[config.mk]
export PLATFORM = sky130hd
export DESIGN_NAME = dcache_mem_arbiter
export DESIGN_NICKNAME = d
export VERILOG_FILES = /design/src/rtl/dcache_arb_pkg.sv /design/src/rtl/dcache_arb_id_fifo.sv /design/src/rtl/dcache_mem_arbiter.sv
export SDC_FILE = /design/constraint.sdc
export NUM_CORES = 1
export LEC_CHECK = 0
export ABC_AREA = 0
export BUFFER_PORTS_ARGS = -buffer_cell sky130_fd_sc_hd__buf_2
export CAP_MARGIN = 10
export CORE_AREA = 5 5 106 108
export CTS_CLUSTER_SIZE = 40
export DETAILED_ROUTE_END_ITERATION = 6
export DIE_AREA = 0 0 111 113
export GPL_ROUTABILITY_DRIVEN = 0
export PLACE_DENSITY = 0.68
export SETUP_SLACK_MARGIN = 0.1
export SYNTH_ARGS = -nofsm -noshare
export SYNTH_HDL_FRONTEND = slang
export SYNTH_SLANG_ARGS = --single-unit
[constraint.sdc]
create_clock -name clk -period 1.36 [get_ports clk]
set_clock_uncertainty 0.05 [all_clocks]
set_input_delay 0 -clock clk [delete_from_list [all_inputs] [get_ports clk]]
set_output_delay 0 -clock clk [all_outputs]
set_load 0.02 [all_outputs]
[src/rtl/dcache_arb_pkg.sv]
// Shared types and helpers for the data-side memory arbiter.
// Port identifiers, the arbiter lock state, and FIFO pointer sizing.
package dcache_arb_pkg;

   typedef logic port_id_t;

   localparam port_id_t PORT_REFILL = 1'b0;
   localparam port_id_t PORT_STORE  = 1'b1;
   localparam int       NUM_PORTS   = 2;

   // ARB_LOCKED: an address phase was offered but not yet granted, so the
   // selection is frozen on lock_id until the memory grants it.
   typedef enum logic {
      ARB_OPEN   = 1'b0,
      ARB_LOCKED = 1'b1
   } arb_state_e;

   // Bits needed to index 'depth' entries (at least one bit).
   function automatic int fifo_ptr_width(input int depth);
      return (depth <= 1) ? 1 : $clog2(depth);
   endfunction

endpackage

[src/rtl/dcache_arb_id_fifo.sv]
// In-order FIFO of port ids for accepted-but-unanswered transactions.
// A push while full and a pop while empty are ignored.
module dcache_arb_id_fifo
   import dcache_arb_pkg::*;
#(
   parameter int DEPTH = 2
) (
   input  logic     clk,
   input  logic     rst_n,
   input  logic     push_i,
   input  port_id_t id_i,
   input  logic     pop_i,
   output logic     full_o,
   output logic     empty_o,
   output port_id_t head_o
);

   localparam int PTR_W = fifo_ptr_width(DEPTH);
   localparam int CNT_W = fifo_ptr_width(DEPTH + 1);

   port_id_t           slots_q [DEPTH];
   logic [PTR_W-1:0]   wr_ptr_q, rd_ptr_q;
   logic [CNT_W-1:0]   count_q;
   logic               do_push, do_pop;

   function automatic logic [PTR_W-1:0] next_ptr(input logic [PTR_W-1:0] p);
      return (p == PTR_W'(DEPTH - 1)) ? '0 : p + PTR_W'(1);
   endfunction

   assign full_o  = (count_q == CNT_W'(DEPTH));
   assign empty_o = (count_q == '0);
   assign head_o  = slots_q[rd_ptr_q];
   assign do_push = push_i && !full_o;
   assign do_pop  = pop_i && !empty_o;

   // Storage, pointers and occupancy; push and pop may coincide.
   always_ff @(posedge clk or negedge rst_n) begin
      if (!rst_n) begin
         for (int i = 0; i < DEPTH; i++) slots_q[i] <= PORT_REFILL;
         wr_ptr_q <= '0;
         rd_ptr_q <= '0;
         count_q  <= '0;
      end else begin
         if (do_push) begin
            slots_q[wr_ptr_q] <= id_i;
            wr_ptr_q          <= next_ptr(wr_ptr_q);
         end
         if (do_pop) rd_ptr_q <= next_ptr(rd_ptr_q);
         if (do_push && !do_pop)      count_q <= count_q + CNT_W'(1);
         else if (!do_push && do_pop) count_q <= count_q - CNT_W'(1);
      end
   end

endmodule

[src/rtl/dcache_mem_arbiter.sv]
// Shares one OBI-style data memory port between the refill path (port 0)
// and the write-through store path (port 1). Round-robin arbitration with
// address-phase locking until grant; responses are routed back in order.
// Build option: DCACHE_ARB_FIXED_PRIO_EN gives port 0 fixed priority and
// removes the round-robin pointer.
// Handshake: a port's transaction is accepted in the cycle where req_i and
// gnt_o are both 1; once offered to memory, the address phase stays stable
// until mem_gnt_i. rvalid_o is a one-cycle pulse qualifying rdata_o.
module dcache_mem_arbiter
   import dcache_arb_pkg::*;
#(
   parameter int MAX_OUTSTANDING = 2,
   parameter int ADDR_WIDTH      = 32,
   parameter int DATA_WIDTH      = 32
) (
   input  logic                                       clk,
   input  logic                                       rst_n,
   input  logic [NUM_PORTS-1:0]                       req_i,
   input  logic [NUM_PORTS-1:0][ADDR_WIDTH-1:0]       addr_i,
   input  logic [NUM_PORTS-1:0]                       we_i,
   input  logic [NUM_PORTS-1:0][DATA_WIDTH/8-1:0]     be_i,
   input  logic [NUM_PORTS-1:0][DATA_WIDTH-1:0]       wdata_i,
   output logic [NUM_PORTS-1:0]                       gnt_o,
   output logic [NUM_PORTS-1:0]                       rvalid_o,
   output logic [DATA_WIDTH-1:0]                      rdata_o,
   output logic                                       mem_req_o,
   output logic [ADDR_WIDTH-1:0]                      mem_addr_o,
   output logic                                       mem_we_o,
   output logic [DATA_WIDTH/8-1:0]                    mem_be_o,
   output logic [DATA_WIDTH-1:0]                      mem_wdata_o,
   input  logic                                       mem_gnt_i,
   input  logic                                       mem_rvalid_i,
   input  logic [DATA_WIDTH-1:0]                      mem_rdata_i,
   output logic                                       busy_o
);

   arb_state_e state_q;
   port_id_t   lock_id_q;
`ifndef DCACHE_ARB_FIXED_PRIO_EN
   port_id_t   rr_ptr_q;
`endif
   port_id_t   sel;
   port_id_t   fifo_head;
   logic       fifo_full, fifo_empty;
   logic       accept, resp_pop;

   // Winner selection: frozen while locked, otherwise priority rule.
   always_comb begin
      sel = PORT_REFILL;
      if (state_q == ARB_LOCKED) sel = lock_id_q;
`ifdef DCACHE_ARB_FIXED_PRIO_EN
      else if (req_i[PORT_REFILL]) sel = PORT_REFILL;
      else                         sel = PORT_STORE;
`else
      else if (req_i[rr_ptr_q])    sel = rr_ptr_q;
      else if (req_i[~rr_ptr_q])   sel = ~rr_ptr_q;
      else                         sel = rr_ptr_q;
`endif
   end

   assign mem_req_o   = (|req_i) && !fifo_full;
   assign mem_addr_o  = addr_i[sel];
   assign mem_we_o    = we_i[sel];
   assign mem_be_o    = be_i[sel];
   assign mem_wdata_o = wdata_i[sel];
   assign accept      = mem_req_o && mem_gnt_i;
   assign resp_pop    = mem_rvalid_i && !fifo_empty;
   assign rdata_o     = mem_rdata_i;
   assign busy_o      = (state_q == ARB_LOCKED) || !fifo_empty;

   // Grant and response steering to the owning port.
   always_comb begin
      gnt_o    = '0;
      rvalid_o = '0;
      if (accept)   gnt_o[sel]          = 1'b1;
      if (resp_pop) rvalid_o[fifo_head] = 1'b1;
   end

   // Lock state machine and round-robin pointer.
   always_ff @(posedge clk or negedge rst_n) begin
      if (!rst_n) begin
         state_q   <= ARB_OPEN;
         lock_id_q <= PORT_REFILL;
`ifndef DCACHE_ARB_FIXED_PRIO_EN
         rr_ptr_q  <= PORT_REFILL;
`endif
      end else if (accept) begin
         state_q   <= ARB_OPEN;
`ifndef DCACHE_ARB_FIXED_PRIO_EN
         rr_ptr_q  <= ~sel;
`endif
      end else if (mem_req_o) begin
         state_q   <= ARB_LOCKED;
         lock_id_q <= sel;
      end
   end

   dcache_arb_id_fifo #(
      .DEPTH (MAX_OUTSTANDING)
   ) u_id_fifo (
      .clk     (clk),
      .rst_n   (rst_n),
      .push_i  (accept),
      .id_i    (sel),
      .pop_i   (resp_pop),
      .full_o  (fifo_full),
      .empty_o (fifo_empty),
      .head_o  (fifo_head)
   );

`ifndef SYNTHESIS
   a_resp_has_owner: assert property (@(posedge clk) disable iff (!rst_n)
      mem_rvalid_i |-> !fifo_empty)
      else $warning("dcache_mem_arbiter: response with nothing outstanding was dropped");

   a_locked_req_held: assert property (@(posedge clk) disable iff (!rst_n)
      (state_q == ARB_LOCKED) |-> req_i[lock_id_q])
      else $warning("dcache_mem_arbiter: locked port withdrew its request");
`endif

endmodule

* Word-level counts from Yosys, hierarchy flattened
Cells that the tools add are included. W data, S select, Z words.
Word-level totals: register bits after elaboration 9, output and inout bits 107, logic and storage cells 80, input port bits 176
Operators by class: $add $sub $neg 4, equal/unequal tests 1, mux-type cells 33, reductions and logical operators 20, bitwise operators 5, magnitude comparators 9
Operators with widths (count):
- $mux W32 | 4
- $mux W1 | 19
- $logic_and A1 B1 Y1 | 10
- $lt A1 B2 Y1 const B | 4
- $mux W2 | 4
- $mux W4 | 2
- $ge A2 B2 Y1 const B | 2
- $logic_not A1 Y1 | 4
- $not A1 Y2 | 2
- $reduce_bool A2 Y1 | 2
- $demux W1 S1 | 3
- $not A1 Y1 | 3
- $add A1 B1 Y1 const B | 2
- $add A2 B1 Y2 const B | 1
- $bwmux W2 | 1
- $eq A2 B2 Y1 const B | 1
- $ge A1 B1 Y1 const B | 2
- $logic_not A2 Y1 | 1
- $lt A2 B1 Y1 const B | 1
- $reduce_and A2 Y1 | 1
- $reduce_or A2 Y1 | 1
- $sub A2 B1 Y2 const B | 1
- $logic_or A1 B1 Y1 | 1

* Logic depth before layout (Yosys ltp)
depth after elaboration 11, depth in mapped cells 7

* Modules after synthesis
Synthesis repeated with hierarchy kept, for this count alone.
Unflattened totals: cells, all modules 163, area total of the unflattened synthesis 1622.8 um^2
Modules (own cells, without submodules):
- dcache_mem_arbiter | sequential area each 75.1 um^2, cells an instance 140, area an instance 1338.8 um^2, times used 1
- dcache_arb_id_fifo | sequential area each 150.1 um^2, cells an instance 23, area an instance 284.0 um^2, times used 1

* Least setup slack after synthesis
OpenSTA, ideal clock, no wires.
path kind flip-flop to flip-flop, start reg u_id_fifo.count_q[0], end reg u_id_fifo.count_q[1], arrival time 1.348 ns, clock period less this slack 1.477 ns, data required time 1.231 ns, path slack -0.117 ns, buffers on the path 0, stages on the path, launching flop included 8, cell sequence dfrtp_1 -> nand2b_1 -> nand3b_1 -> inv_1 -> ha_1 -> xor2_1 -> nor2_1 -> xor2_1
On the way: word-level cells in the longest chain between the ends 8, elaborated cells on any way between the ends 18, classes of those cells 2 x add/sub; 1 x eq/ne; 2 x mux; 13 x reduce/logical
RTL lines:
- from (decl) | RTL line dcache_arb_id_fifo.sv:23 | logic [CNT_W-1:0] count_q;
- from (signal assigned) | RTL line dcache_arb_id_fifo.sv:49 | if (do_push && !do_pop) count_q <= count_q + CNT_W'(1);
- from (signal assigned) | RTL line dcache_arb_id_fifo.sv:50 | else if (!do_push && do_pop) count_q <= count_q - CNT_W'(1);
- $eq A2 B2 Y1 * | RTL line dcache_arb_id_fifo.sv:30 | assign full_o = (count_q == CNT_W'(DEPTH));
- $logic_not A1 Y1 * | RTL line dcache_arb_id_fifo.sv:33, dcache_mem_arbiter.sv:61
- $logic_and A1 B1 Y1 | RTL line dcache_mem_arbiter.sv:61 | assign mem_req_o = (|req_i) && !fifo_full;
- $logic_and A1 B1 Y1 | RTL line dcache_mem_arbiter.sv:66 | assign accept = mem_req_o && mem_gnt_i;
- $logic_and A1 B1 Y1 * | RTL line dcache_arb_id_fifo.sv:33 | assign do_push = push_i && !full_o;
- via u_id_fifo.do_push | RTL line dcache_arb_id_fifo.sv:24 | logic do_push, do_pop;
- $logic_not A1 Y1 | RTL line dcache_arb_id_fifo.sv:50
- $logic_and A1 B1 Y1 | RTL line dcache_arb_id_fifo.sv:50
- $reduce_bool A2 Y1 (no line)
The timed path passes the listed nets; every way through them passes the cells marked *. The select of a mux whose other input is x is not followed. A chain may end at the register's enable or synchronous reset.

* Worst setup path after layout
start reg rr_ptr_q, end out mem_addr_o[9]
On the way: word-level cells in the longest chain between the ends 7, elaborated cells on any way between the ends 10, classes of those cells 9 x mux; 1 x bitwise
RTL lines:
- from (decl) | RTL line dcache_mem_arbiter.sv:40 | port_id_t rr_ptr_q;
- from (signal assigned) | RTL line dcache_mem_arbiter.sv:90 | rr_ptr_q <= ~sel;
- $mux W1 (not written as such) (2 in a row) | RTL line dcache_mem_arbiter.sv:56 | else if (req_i[~rr_ptr_q]) sel = ~rr_ptr_q;
- $mux W1 | RTL line dcache_mem_arbiter.sv:56
- $mux W1 * | RTL line dcache_mem_arbiter.sv:55 | else if (req_i[rr_ptr_q]) sel = rr_ptr_q;
- $mux W1 * | RTL line dcache_mem_arbiter.sv:50 | if (state_q == ARB_LOCKED) sel = lock_id_q;
- $mux W32 (not written as such) * (2 in a row) | RTL line dcache_mem_arbiter.sv:62 | assign mem_addr_o = addr_i[sel];
- to (decl) | RTL line dcache_mem_arbiter.sv:27 | output logic [ADDR_WIDTH-1:0] mem_addr_o,
Mark *: on every way between the ends. The rest lies on a longest branch, timed or not. The select of a mux whose other input is x is not followed.

==> metrics.sh <==
OUTCOME='finished with violations'
FAILING_CHECKS='negative setup slack'
SYNTH_AREA_LEADERS='sky130_fd_sc_hd__o211ai_2, sky130_fd_sc_hd__o2111ai_1, sky130_fd_sc_hd__nand2_1'
YOSYS_REGISTER_BITS=9
PLACE.PORT_BUFFERS=218
CRITICAL_PATH_CLASS='flop to output port'
INSERTED_CLOCK_BUFFERS=3
TIMING.REG2REG.SETUP_SLACK_NS=-0.09
CLKSLEWWORSTSETUPHOLDPATHS_NS=0.04
INITIAL_UTILIZATION_PCT=29.5
REG2REG_FROM='u_id_fifo.count_q[0]'
GRT_ANTENNA_BEFORE_REPAIR=2
NETLIST.TOP_CELL.BY_AREA='sky130_fd_sc_hd__o211ai_2'
GRT_USE_TOTAL_PCT=20.3
FINAL_MIN_PERIOD_OVER_CLOCK_PERIOD_PCT=123
GRT_MAX_DEGREE=39
DETAILEDROUTE.FIRSTPASSITERATIONCOUNT=4
WORST_MIN_DELAY_PATH_CLASS='primary input to flop'
CLOCK.FMAX_GHz=0.597
CLKSINKCOUNT=9
YOSYS_WARNINGS=0
WORSTPATHREQUIRED_NS=1.31
AREA_DELTA_SYNTH_FINAL_PCT=99.2
GLOBAL_ROUTE_WIRE_LENGTH_BEFORE_REPAIR_UM=21500
DESIGN.DIE.AREA_UM2=12500
DIE_Y_UM=113
FINAL_CORE_UTIL_PCT=58.8
OVERFLOW_AFTER_GRT=0
TIMING.CRITICAL_PATH.SLOWEST_STAGE_CELL='sky130_fd_sc_hd__buf_4'
NETLIST.AREA_LEADER.SHARE_PCT=28.4
TIMING.CRITICAL_PATH.BUF_INV=2
DETAIL_ROUTE.WL_PER_CELL_UM=19.9
NUM_VIAS=4318
YOSYSSEQAREASHARE_PCT=7.52
FINALSETUPVIOLCOUNT=77
CTS_MAX_PATH_BUFFERS=2
POSTROUTEANTENNANETS=0
WORST_PATH_ARRIVAL_TIME_NS=1.63
HIGHEST_FANOUT_SEEN_ON_THE_CRITICAL_PATH=37
N_FILL_CELL=834
WORST_SETUP_PATH_START_KIND='flop'
LAYOUT_MIN_CYCLE_TIME_NS=1.68
NETLIST_TOP_CELLS_COUNT='sky130_fd_sc_hd__nand2_1, sky130_fd_sc_hd__o2111ai_1, sky130_fd_sc_hd__o211ai_2, sky130_fd_sc_hd__clkbuf_1, sky130_fd_sc_hd__buf_4'
SUMMED_AREA_OF_NON_FILLER_CELLS_IN_THE_FINAL_LAYOUT_UM2=5970
MOST_FREQUENTLY_USED_FLOP_MASTER_AFTER_SYNTHESIS='sky130_fd_sc_hd__dfrtp_1'
RSZ0062_AT_GRT='true'
WORSTHOLDPATHCELLS=3
MAX_CAPACITANCE_VIOLATION_TOTAL=0
CLOCK_TREE_FROM_TRITONCTS='yes'
CHIPWIDTH_UM=111
DR.FIRST_ITER.DRC_COUNT=310
NUMBER_OF_HOLD_VIOLATIONS_IN_THE_FINAL_REPORT=0
PATH_CELLS='buf_4, o2111ai_1, o211ai_4, buf_2'
SYNTH-EDFF-COUNT=0
SYNTHESIS.AREA_PER_INSTANCE_UM2=7.25
FP.COREAREA_UM2=10100
SYNTH.DISTINCT_CELLS=29
SYNTH-ASYNC-RESET-RATIO_PCT=100
VIA_COUNT_OF_THE_FIRST_GLOBAL_ROUTING_PASS=4306
LAYOUT.NETS=803
NETLIST_INSTANCES=413
CTS_ROOT_BUFFER='sky130_fd_sc_hd__clkbuf_8'
WORSTSKEWPAIRLATENCY_NS=0.24
SYNTH_MOST_COMMON_CELL='sky130_fd_sc_hd__nand2_1'
POST_SYNTH_INSTANCE_AREA_UM2=3000
WORST_SLEW_MARGIN_REL_PCT=68.6
TIMING.FINAL.WS_SETUP_NS=-0.315
LEAKAGEPOWER_nW=2.37
DRC_VIOLATIONS=0
MIN_FROM='mem_gnt_i'
DRIVE_GT1_SHARE_PCT=58.9
CTS.HTREE.LEVELS=1
WORSTREGTOREGCELLS=7
DETAIL_ROUTE.VIAS_PER_CELL=5.66
PIN_COUNT=283
PLACE_AREA_UM2=4670
ROUTED_WL_UM=15200
CPPEAKSTAGEDELAY_NS=0.41
DESIGN_POWER_TOTAL_mW=13.6
WORST_SETUP_PATH_END_KIND='output port'
CRIT_REG_REG_ENDPOINT='u_id_fifo.count_q[1]'
POWER.DENSITY_nW_PER_UM2=2280
SYNTH_NETS=590
VDD_IR_DROP_MAX_mV=1.13
DETAILED_PLACE_HPWL_UM=9900
COUNT_OF_FINAL_MAX_SLEW_CHECK_FAILURES=0
CRITICAL-PATH-TOP-DELAY-FAMILY='buffers and inverters'
SETUP.WORST_PATH.START='rr_ptr_q'
HOLD_PATH_END='rr_ptr_q'
ROW_COUNT=37
WORST-SLEW-PIN-TRANSITION_NS=0.472
## cells by family after synthesis
group / synth area share (%)
simple gates: 21.1
fa+ha+maj: 0.418
flops: 7.52
compound gates: 51.3
mux: 0.668
buf+inv: 17.5
xor+xnor: 1.46
## stage by stage
stage / setup WS [ns] / cells / hold WS [ns] / TNS (ns)
detailed placement: -0.114 / 703 / -0.189 / -2.85
global placement: -0.0542 / 703 / -0.191 / -1.36
CTS: -0.279 / 747 / 0.0735 / -17.56
floorplan: -0.105 / 413 / -0.346 / -0.152
finish: -0.315 / 763 / 0.0794 / -18.27
global route: -0.354 / 763 / 0.0802 / -21.89
## routing by layer
layer	global-route usage, %	routed length (um)	up-vias
li1	-	-	1970
met1	21.5	5230	2100
met2	40.3	8520	217
met3	4.06	1070	31
met4	5.50	380	0
met5	0	0	-
## registers in the layout (all words and copies together) (netlist names)
name / cells
rr_ptr_q: 1
u_id_fifo.wr_ptr_q: 1
u_id_fifo.slots_q: 2
u_id_fifo.rd_ptr_q: 1
u_id_fifo.count_q: 2
lock_id_q: 1
state_q: 1
## cell usage in the layout, fill, tap and decap left out, types with 2 or more instances in the layout
cell and n:
sky130_fd_sc_hd__buf_2 160, sky130_fd_sc_hd__nand2_1 138, sky130_fd_sc_hd__o211ai_4 68, sky130_fd_sc_hd__o2111ai_1 58, sky130_fd_sc_hd__buf_6 47, sky130_fd_sc_hd__dlygate4sd3_1 33, sky130_fd_sc_hd__buf_4 28, sky130_fd_sc_hd__buf_12 12
sky130_fd_sc_hd__o2111ai_2 11, sky130_fd_sc_hd__clkbuf_16 7, sky130_fd_sc_hd__dfrtp_1 7, sky130_fd_sc_hd__buf_16 5, sky130_fd_sc_hd__clkbuf_8 3, sky130_fd_sc_hd__diode_2 2, sky130_fd_sc_hd__nor2b_4 2, sky130_fd_sc_hd__inv_2 2
sky130_fd_sc_hd__nand2_2 2, sky130_fd_sc_hd__nor2_1 2, sky130_fd_sc_hd__mux2i_1 2, sky130_fd_sc_hd__nor2_2 2, sky130_fd_sc_hd__o211ai_1 2, sky130_fd_sc_hd__xor2_1 2, sky130_fd_sc_hd__xnor2_1 2, sky130_fd_sc_hd__buf_8 2
sky130_fd_sc_hd__dfrtp_2 2
## timing repair
item | 4_1_cts | 5_1_grt
gates cloned | 2 | 10
buffers inserted | 5 | 4
pin swaps | 3 | 7
setup endpoints to repair | 82 | 81
hold endpoints to repair | 41 | 0
gates resized for setup | 97 | 51
hold buffers | 33 | 0
## power breakdown
part | switching [mW] | internal, mW
registers | 0.158 | 0.417
clock network | 0.112 | 0.205
logic | 6.80 | 5.90
total | 7.07 | 6.52
## area by class of cell
type | instances | area, um2 | share of cell area, %
multi-input cells | 315 | 3050 | 51.2
flip-flops and latches | 9 | 228 | 3.82
well taps | 136 | 170 | 2.85
inverters | 3 | 11.3 | 0.189
diodes | 2 | 5.00 | 0.0839
repair buffers | 294 | 2450 | 41.1
clock buffers | 4 | 45.0 | 0.755
## how the worst max path moves through the flow
stage                      endpoint  slack (ns)  depth (start not counted)
5_1_grt               mem_addr_o[9]       -0.35                          4
4_1_cts             mem_wdata_o[19]       -0.28                          5
3_5_place_dp         mem_addr_o[17]       -0.11                          5
6_report              mem_addr_o[9]       -0.32                          4
2_1_floorplan  u_id_fifo.count_q[1]       -0.10                          7
3_3_place_gp         mem_wdata_o[4]       -0.05                          5
## worst register-to-register path, stage by stage (launching register included)
cell	delay, ns
sky130_fd_sc_hd__dfrtp_1	0.42
sky130_fd_sc_hd__nand2b_4	0.16
sky130_fd_sc_hd__nand3b_1	0.13
sky130_fd_sc_hd__inv_2	0.06
sky130_fd_sc_hd__ha_4	0.15
sky130_fd_sc_hd__xor2_1	0.13
sky130_fd_sc_hd__nor2_1	0.11
sky130_fd_sc_hd__xor2_1	0.15
Note: power is estimated with default switching activity, not from simulation.
